File: config.mk
export PLATFORM = sky130hd
export DESIGN_NAME = latency_meter
export DESIGN_NICKNAME = d
export VERILOG_FILES = /design/src/rtl/latency_meter_pkg.sv /design/src/rtl/latency_meter.sv
export SDC_FILE = /design/constraint.sdc
export NUM_CORES = 1
export LEC_CHECK = 0
export CAP_MARGIN = 15
export CORE_UTILIZATION = 52
export CTS_BUF_LIST = sky130_fd_sc_hd__clkbuf_8 sky130_fd_sc_hd__clkbuf_16
export DETAILED_ROUTE_END_ITERATION = 6
export HOLD_SLACK_MARGIN = 0.15
export PLACE_DENSITY = 0.73
export SYNTH_ARGS = -nofsm -noshare
export SYNTH_HDL_FRONTEND = slang
export SYNTH_SLANG_ARGS = --single-unit
File: constraint.sdc
create_clock -name clk -period 2.3 [get_ports clk]
set_clock_uncertainty 0.05 [all_clocks]
set_input_delay 0.575 -clock clk [delete_from_list [all_inputs] [get_ports clk]]
set_output_delay 0.575 -clock clk [all_outputs]
set_load 0.05 [all_outputs]
File: src/rtl/latency_meter_pkg.sv
// latency_meter_pkg: shared state encoding and default parameters for latency_meter
package latency_meter_pkg;
  typedef enum logic [2:0] {IDLE, ARM, FLASH, RELEASE, HOLDOFF} state_t;
  localparam int unsigned DEFAULT_TIMEOUT = 100_000_000;
  localparam int unsigned DEFAULT_HOLDOFF = 4;
endpackage

File: src/rtl/latency_meter.sv
// latency_meter: flashes the screen at a frame boundary and counts clk cycles until the light sensor fires
module latency_meter
  import latency_meter_pkg::*;
#(
  parameter int unsigned COUNT_WIDTH    = 32,
  parameter int unsigned TIMEOUT_CYCLES = DEFAULT_TIMEOUT,
  parameter int unsigned HOLDOFF_FRAMES = DEFAULT_HOLDOFF
) (
  input  logic                   clk,
  input  logic                   reset,
  input  logic                   enable,
  input  logic                   frame_start,
  input  logic                   light_on,
  output logic                   flash,
  output logic                   busy,
  output logic [COUNT_WIDTH-1:0] result,
  output logic                   result_valid,
  output logic                   timed_out
);
  localparam logic [COUNT_WIDTH-1:0] LAST = COUNT_WIDTH'(TIMEOUT_CYCLES - 1);
  localparam int unsigned HF = (HOLDOFF_FRAMES == 0) ? 1 : HOLDOFF_FRAMES;
  state_t state_q, state_d;
  logic [COUNT_WIDTH-1:0] cnt_q, cnt_d, result_q, result_d;
  logic [31:0] fcnt_q, fcnt_d;
  logic rv_d, to_d, rv_q, to_q, flash_q, busy_q;
  always_comb begin
    state_d  = state_q;
    cnt_d    = (cnt_q == '1) ? cnt_q : cnt_q + COUNT_WIDTH'(1);
    fcnt_d   = fcnt_q;
    result_d = result_q;
    rv_d     = 1'b0;
    to_d     = 1'b0;
    unique case (state_q)
      IDLE: state_d = ARM;
      ARM: if (frame_start && !light_on) begin
        state_d = FLASH;
        cnt_d   = '0;
      end
      FLASH: if (light_on) begin
        result_d = cnt_q;
        rv_d     = 1'b1;
        state_d  = RELEASE;
        cnt_d    = '0;
      end else if (cnt_q == LAST) begin
        to_d    = 1'b1;
        state_d = RELEASE;
        cnt_d   = '0;
      end
      RELEASE: if (!light_on || cnt_q == LAST) begin
        to_d    = light_on;
        state_d = HOLDOFF;
        fcnt_d  = '0;
      end
      HOLDOFF: if (frame_start) begin
        state_d = (fcnt_q == 32'(HF - 1)) ? ARM : HOLDOFF;
        fcnt_d  = fcnt_q + 32'd1;
      end
      default: state_d = IDLE;
    endcase
    // disabling overrides every transition and suppresses the pulses of this cycle
    if (!enable) begin
      state_d  = IDLE;
      cnt_d    = '0;
      fcnt_d   = '0;
      result_d = result_q;
      rv_d     = 1'b0;
      to_d     = 1'b0;
    end
  end
  always_ff @(posedge clk) begin
    if (reset) begin
      state_q  <= IDLE;
      cnt_q    <= '0;
      fcnt_q   <= '0;
      result_q <= '0;
      rv_q     <= 1'b0;
      to_q     <= 1'b0;
      flash_q  <= 1'b0;
      busy_q   <= 1'b0;
    end else begin
      state_q  <= state_d;
      cnt_q    <= cnt_d;
      fcnt_q   <= fcnt_d;
      result_q <= result_d;
      rv_q     <= rv_d;
      to_q     <= to_d;
      flash_q  <= state_d == FLASH;
      busy_q   <= state_d != IDLE;
    end
  end
  assign flash        = flash_q;
  assign busy         = busy_q;
  assign result       = result_q;
  assign result_valid = rv_q;
  assign timed_out    = to_q;
endmodule

* Word level (Yosys, flattened, before mapping)
Cells that the tools add are included.
** Word-level totals
- Bits of input ports :: 5
- Output and inout port bits :: 36
- Bits in latches :: 0
- Word-level logic and storage cells :: 53
- Memories kept :: 0
- Register bits after elaboration :: 103
- Memory bits (read-only) :: 0
- RAM bits :: 0
** Operators by class
- Multipliers :: 0
- Divide/modulo/power cells :: 0
- Order comparisons :: 0
- Reduce and logical (&&, ||, !) cells :: 10
- Multiplexer cells :: 21
- $add $sub $neg :: 2
- Bitwise operators :: 2
- Shift operators :: 0
- Equality and inequality tests :: 10
** Operator list (number)
- $mux 32 :: 6
- $pmux 32 s2 :: 2
- $add 32x1->32 const B :: 2
- $eq 32x2->1 const B :: 1
- $eq 32x27->1 const B :: 1
- $eq 32x32->1 const B :: 1
- $mux 3 :: 7
- $pmux 3 s5 :: 1
- $eq 3x2->1 const B :: 3
- $reduce_and 3->1 :: 2
- $mux 1 :: 4
- $ne 2x2->1 const B :: 2
- $eq 3x1->1 const B :: 1
- $eq 3x3->1 const B :: 1
- $logic_not 3->1 :: 1
- $reduce_bool 3->1 :: 1
- $reduce_or 3->1 :: 1
- $not 1->1 :: 2
- $pmux 1 s2 :: 1
- $reduce_bool 2->1 :: 1
- $reduce_or 2->1 :: 1
- $logic_and 1x1->1 :: 1
- $logic_not 1->1 :: 1
- $logic_or 1x1->1 :: 1

* Longest topological paths before layout
- Depth after elaboration :: 6
- Mapped depth :: 8
- Mapped depth without buffers :: 7

* Least setup slack after synthesis
OpenSTA, ideal clock, no wires.
- Path kind :: input port to flip-flop
- Start point :: input port light_on
- End point :: register fcnt_q[28]
- Buffers on the path :: 2
- Stages on the path :: 8
- Setup slack :: 17 ps
- Data required time :: 2129 ps
- Data arrival time :: 2112 ps
- Cell sequence :: clkbuf_1 -> nor2b_1 -> a21o_1 -> clkbuf_1 -> nor4b_1 -> a21oi_1 -> nor2b_1 -> mux2_2
** On the way
- Longest elaborated chain between the ends :: 4
** RTL lines
- start: declaration :: RTL line latency_meter.sv:13 : input logic light_on,
- $logic_not 1->1 :: RTL line latency_meter.sv:49 : RELEASE: if (!light_on || cnt_q == LAST) begin
- $logic_or 1x1->1 :: RTL line latency_meter.sv:49
- $ne 2x2->1 (no source line)
- $reduce_and 3->1 (no source line)
- end signal: assignment :: RTL line latency_meter.sv:83 : fcnt_q <= fcnt_d;
- end: declaration :: RTL line latency_meter.sv:24 : logic [31:0] fcnt_q, fcnt_d;
Every way passes these cells.
A chain may end at the register's enable or synchronous reset.

* Worst setup path in the final report
- Start point :: register result_q[15] (netlist: result[15])
- End point :: output port result[15]
** RTL lines
- start: declaration :: RTL line latency_meter.sv:23 : logic [COUNT_WIDTH-1:0] cnt_q, cnt_d, result_q, result_d;
- start signal: assignment :: RTL line latency_meter.sv:84 : result_q <= result_d;
- end: declaration :: RTL line latency_meter.sv:16 : output logic [COUNT_WIDTH-1:0] result,
No word-level cell between the ends.

==> results.yml <==
power_and_ir_drop:
  ir_drop_uv: 433
  p_per_area_nw_per_um2: 528
  p_clk_frac: 0.401
  switching_share: 0.224
  p_switching_mw: 0.708
  p_seq_frac: 0.566
  leakagePower_nw: 2.06
  combPwrFrac: 0.033
  p_int_mw: 2.45
cts:
  clk_pin_slew_ps: 100
  cts_sinks: 103
  insertion_delay_ps: 370
  max-clock-path-buffers: 2
  root_buffer: "clkbuf_8"
  htree_num_levels: 3
  cts_buffers: 9
  ctsHoldBuffers: 0
  cts_tree: "yes"
job:
  drv_cap: 0
synthesis:
  syn_area_um2: 4860
  ys_warn_count: 0
  synth_fp_nets: 595
  synth-edff-count: 0
  avgSynthCellArea_um2: 8.27
  synthArstFlopShare: 0
  synth_ff_type: "dfxtp_1"
  synth.ff_latch_count: 103
  ys_types: 57
  netlist_instances: 588
  seq_area_frac_synth: 0.424
routing:
  drt_first_iter_violations: 316
  routedWlPerCell_um: 15.2
  ant_nets: 0
  via_per_inst: 5.77
  drt_first_pass_iters: 5
  routed_wl_um: 11700
  via_count: 4449
  drc: 0
placement:
  gpl.final_weighted_congestion: 0.877
  numPortBuffers: 40
  place_area_um2: 5710
  dp_hpwl_um: 8430
critical_path:
  startpoint_type: "register"
  rr_startpoint: "cnt_q[8]"
  criticalPathCategory: "register to output port"
  cp_top_family: "buffers and inverters"
  slowest_delay_ps: 830
  cp_slowest_cell: "clkdlybuf4s50_1"
  reg2reg_slack_ps: 150
  endpoint_kind: "output port"
  critPathMaxFanout: 2
  crit_chain: "clkdlybuf4s50_1"
  critPathBufInv: 1
  worst_r2r_endpoint: "cnt_q[15]"
  cp_data_required_time_ps: 1670
  arrival_ps: 1570
  reg2regPathDepth: 7
grt:
  antenna_found_initial: 0
  grt_overflow: 0
  grt_pass1_wl_um: 20100
  grt_pass1_vias: 4170
  track_usage: 0.253
  grt_max_degree: 34
floorplanning:
  core_area_um2: 8890
  die_x_um: 98.7
  dieArea_um2: 9740
  initial_core_util: 0.547
  num_rows: 34
  die_h_um: 98.7
  ioPinCount: 41
layout:
  drive_gt1_frac: 0.148
  utilization: 0.673
  antenna_cells: 0
  layout.nets: 665
  syn_to_final_growth_pct: 23.1
  fin_area_um2: 5980
timing:
  finalCriticalPeriod_ps: 2200
  worst_pin_slew_ps: 528
  slew-limit-headroom: 0.647
  finalHoldViolCount: 0
  finalSetupViolations: 0
  finalMaxSlewViolations: 0
  post-route-period-util: 0.955
  rsz0062_at_grt: "true"
  max_freq_ghz: 0.455
min_path:
  min_path_type: "register to register"
  holdPathStages: 2
  holdPathEnd: "result[20]"
  hold_start: "result[20]"
status:
  run_status: "completed"
kinds of logic after synthesis:
group,after synthesis,synth area share
AOI/OAI and AO/OA,93,0.117
xor gates and xnor gates,46,0.0829
adders and majority gates,2,0.00515
buffers and inverters,40,0.0347
DFF,103,0.424
muxes,4,0.00875
and+or+nand+nor,300,0.328
power groups by stage:
| stage | clock network, mW | registers, mW | logic [mW] |
|---|---|---|---|
| 3_3_place_gp | 0 | 1.83 | 0.101 |
| 5_1_grt | 1.36 | 1.79 | 0.113 |
| 4_1_cts | 1.29 | 1.79 | 0.104 |
| 2_1_floorplan | 0 | 1.83 | 0.0525 |
| 6_report | 1.27 | 1.79 | 0.104 |
| 3_5_place_dp | 0 | 1.83 | 0.103 |
area by class of cell:
class                      count  area [µm²]
fill                         745        2910
multi-input combinational    445        2680
sequential                   103        2060
timing repair buffer          95         863
tap                          108         135
clock buffer                   9         124
clock inverter                 7         103
inverter                       4        15.0
routing by layer:
metal / vias to the layer above / track usage / wire length (µm)
met5: - / 0 / 0
met3: 8 / 0.0482 / 700
met1: 2100 / 0.362 / 5500
li1: 2215 / - / -
met4: 0 / 0.0471 / 105
met2: 126 / 0.401 / 5430
worst max path at each step:
| stage | start | cells past startpoint | to | slack (ps) |
|---|---|---|---|---|
| 3_3_place_gp | frame_start | 7 | fcnt_q[28] | -90 |
| 6_report | result[15] | 1 | result[15] | 100 |
| 5_1_grt | cnt_q[1] | 8 | fcnt_q[21] | -7 |
| 2_1_floorplan | light_on | 8 | fcnt_q[28] | 20 |
| 4_1_cts | cnt_q[9] | 7 | fcnt_q[21] | 5 |
| 3_5_place_dp | frame_start | 7 | fcnt_q[28] | -140 |
placed cells by master (no fill, tap or decap), drive strengths merged, types with 9 or more instances in the layout:
master / n
a21oi: 51
buf: 55
xor2: 34
and3: 15
o21ai: 12
nor4: 18
dfxtp: 103
and4: 9
nand3: 24
nor3: 10
nand4: 22
clkdlybuf4s50: 40
nor2: 73
clkbuf: 9
xnor2: 12
o211ai: 9
nand2: 90
repair_timing:
action                                  4_1_cts  5_1_grt
buffers inserted                              0        0
endpoints found under the hold margin         0        0
endpoints found under the setup margin        0       16
resized for setup                             0       10
sequential cells by signal, summed over array words and instances (netlist names):
register      flops
busy              1
result_valid      1
fcnt_q           32
timed_out         1
result           32
cnt_q            32
state_q           3
flash             1
Yosys cell counts (all sizes together) (4+ instances only):
cell type	n	area, µm²
nand3	24	120
buf	15	72.6
inv	4	15.0
nor2b	5	31.3
o31ai	4	30.0
xnor2	12	105
nor3	10	71.3
o211ai	9	67.6
or3	7	48.8
o21ai	12	60.1
dfxtp	103	2060
nand2	90	338
a21oi	51	255
nor4	18	155
nor2	73	277
and4	9	78.8
and3	15	93.8
clkbuf	21	81.3
xor2	34	298
nor4b	6	58.8
nand4	22	156
or4	7	52.6
metrics by stage:
step                      setup TNS, ps  std cells  setup slack (ps)  total power, mW  hold slack (ps)
after floorplan                       0        588              17.4             1.89              408
final                                 0        771               103             3.16              407
after global placement             -439        755             -87.6             1.93              393
after detailed placement          -1280        755              -144             1.93              396
after CTS                             0        771              5.00             3.18              410
after global routing              -7.17        771             -7.17             3.27              424
No activity file was read; power rests on OpenSTA's default activity.
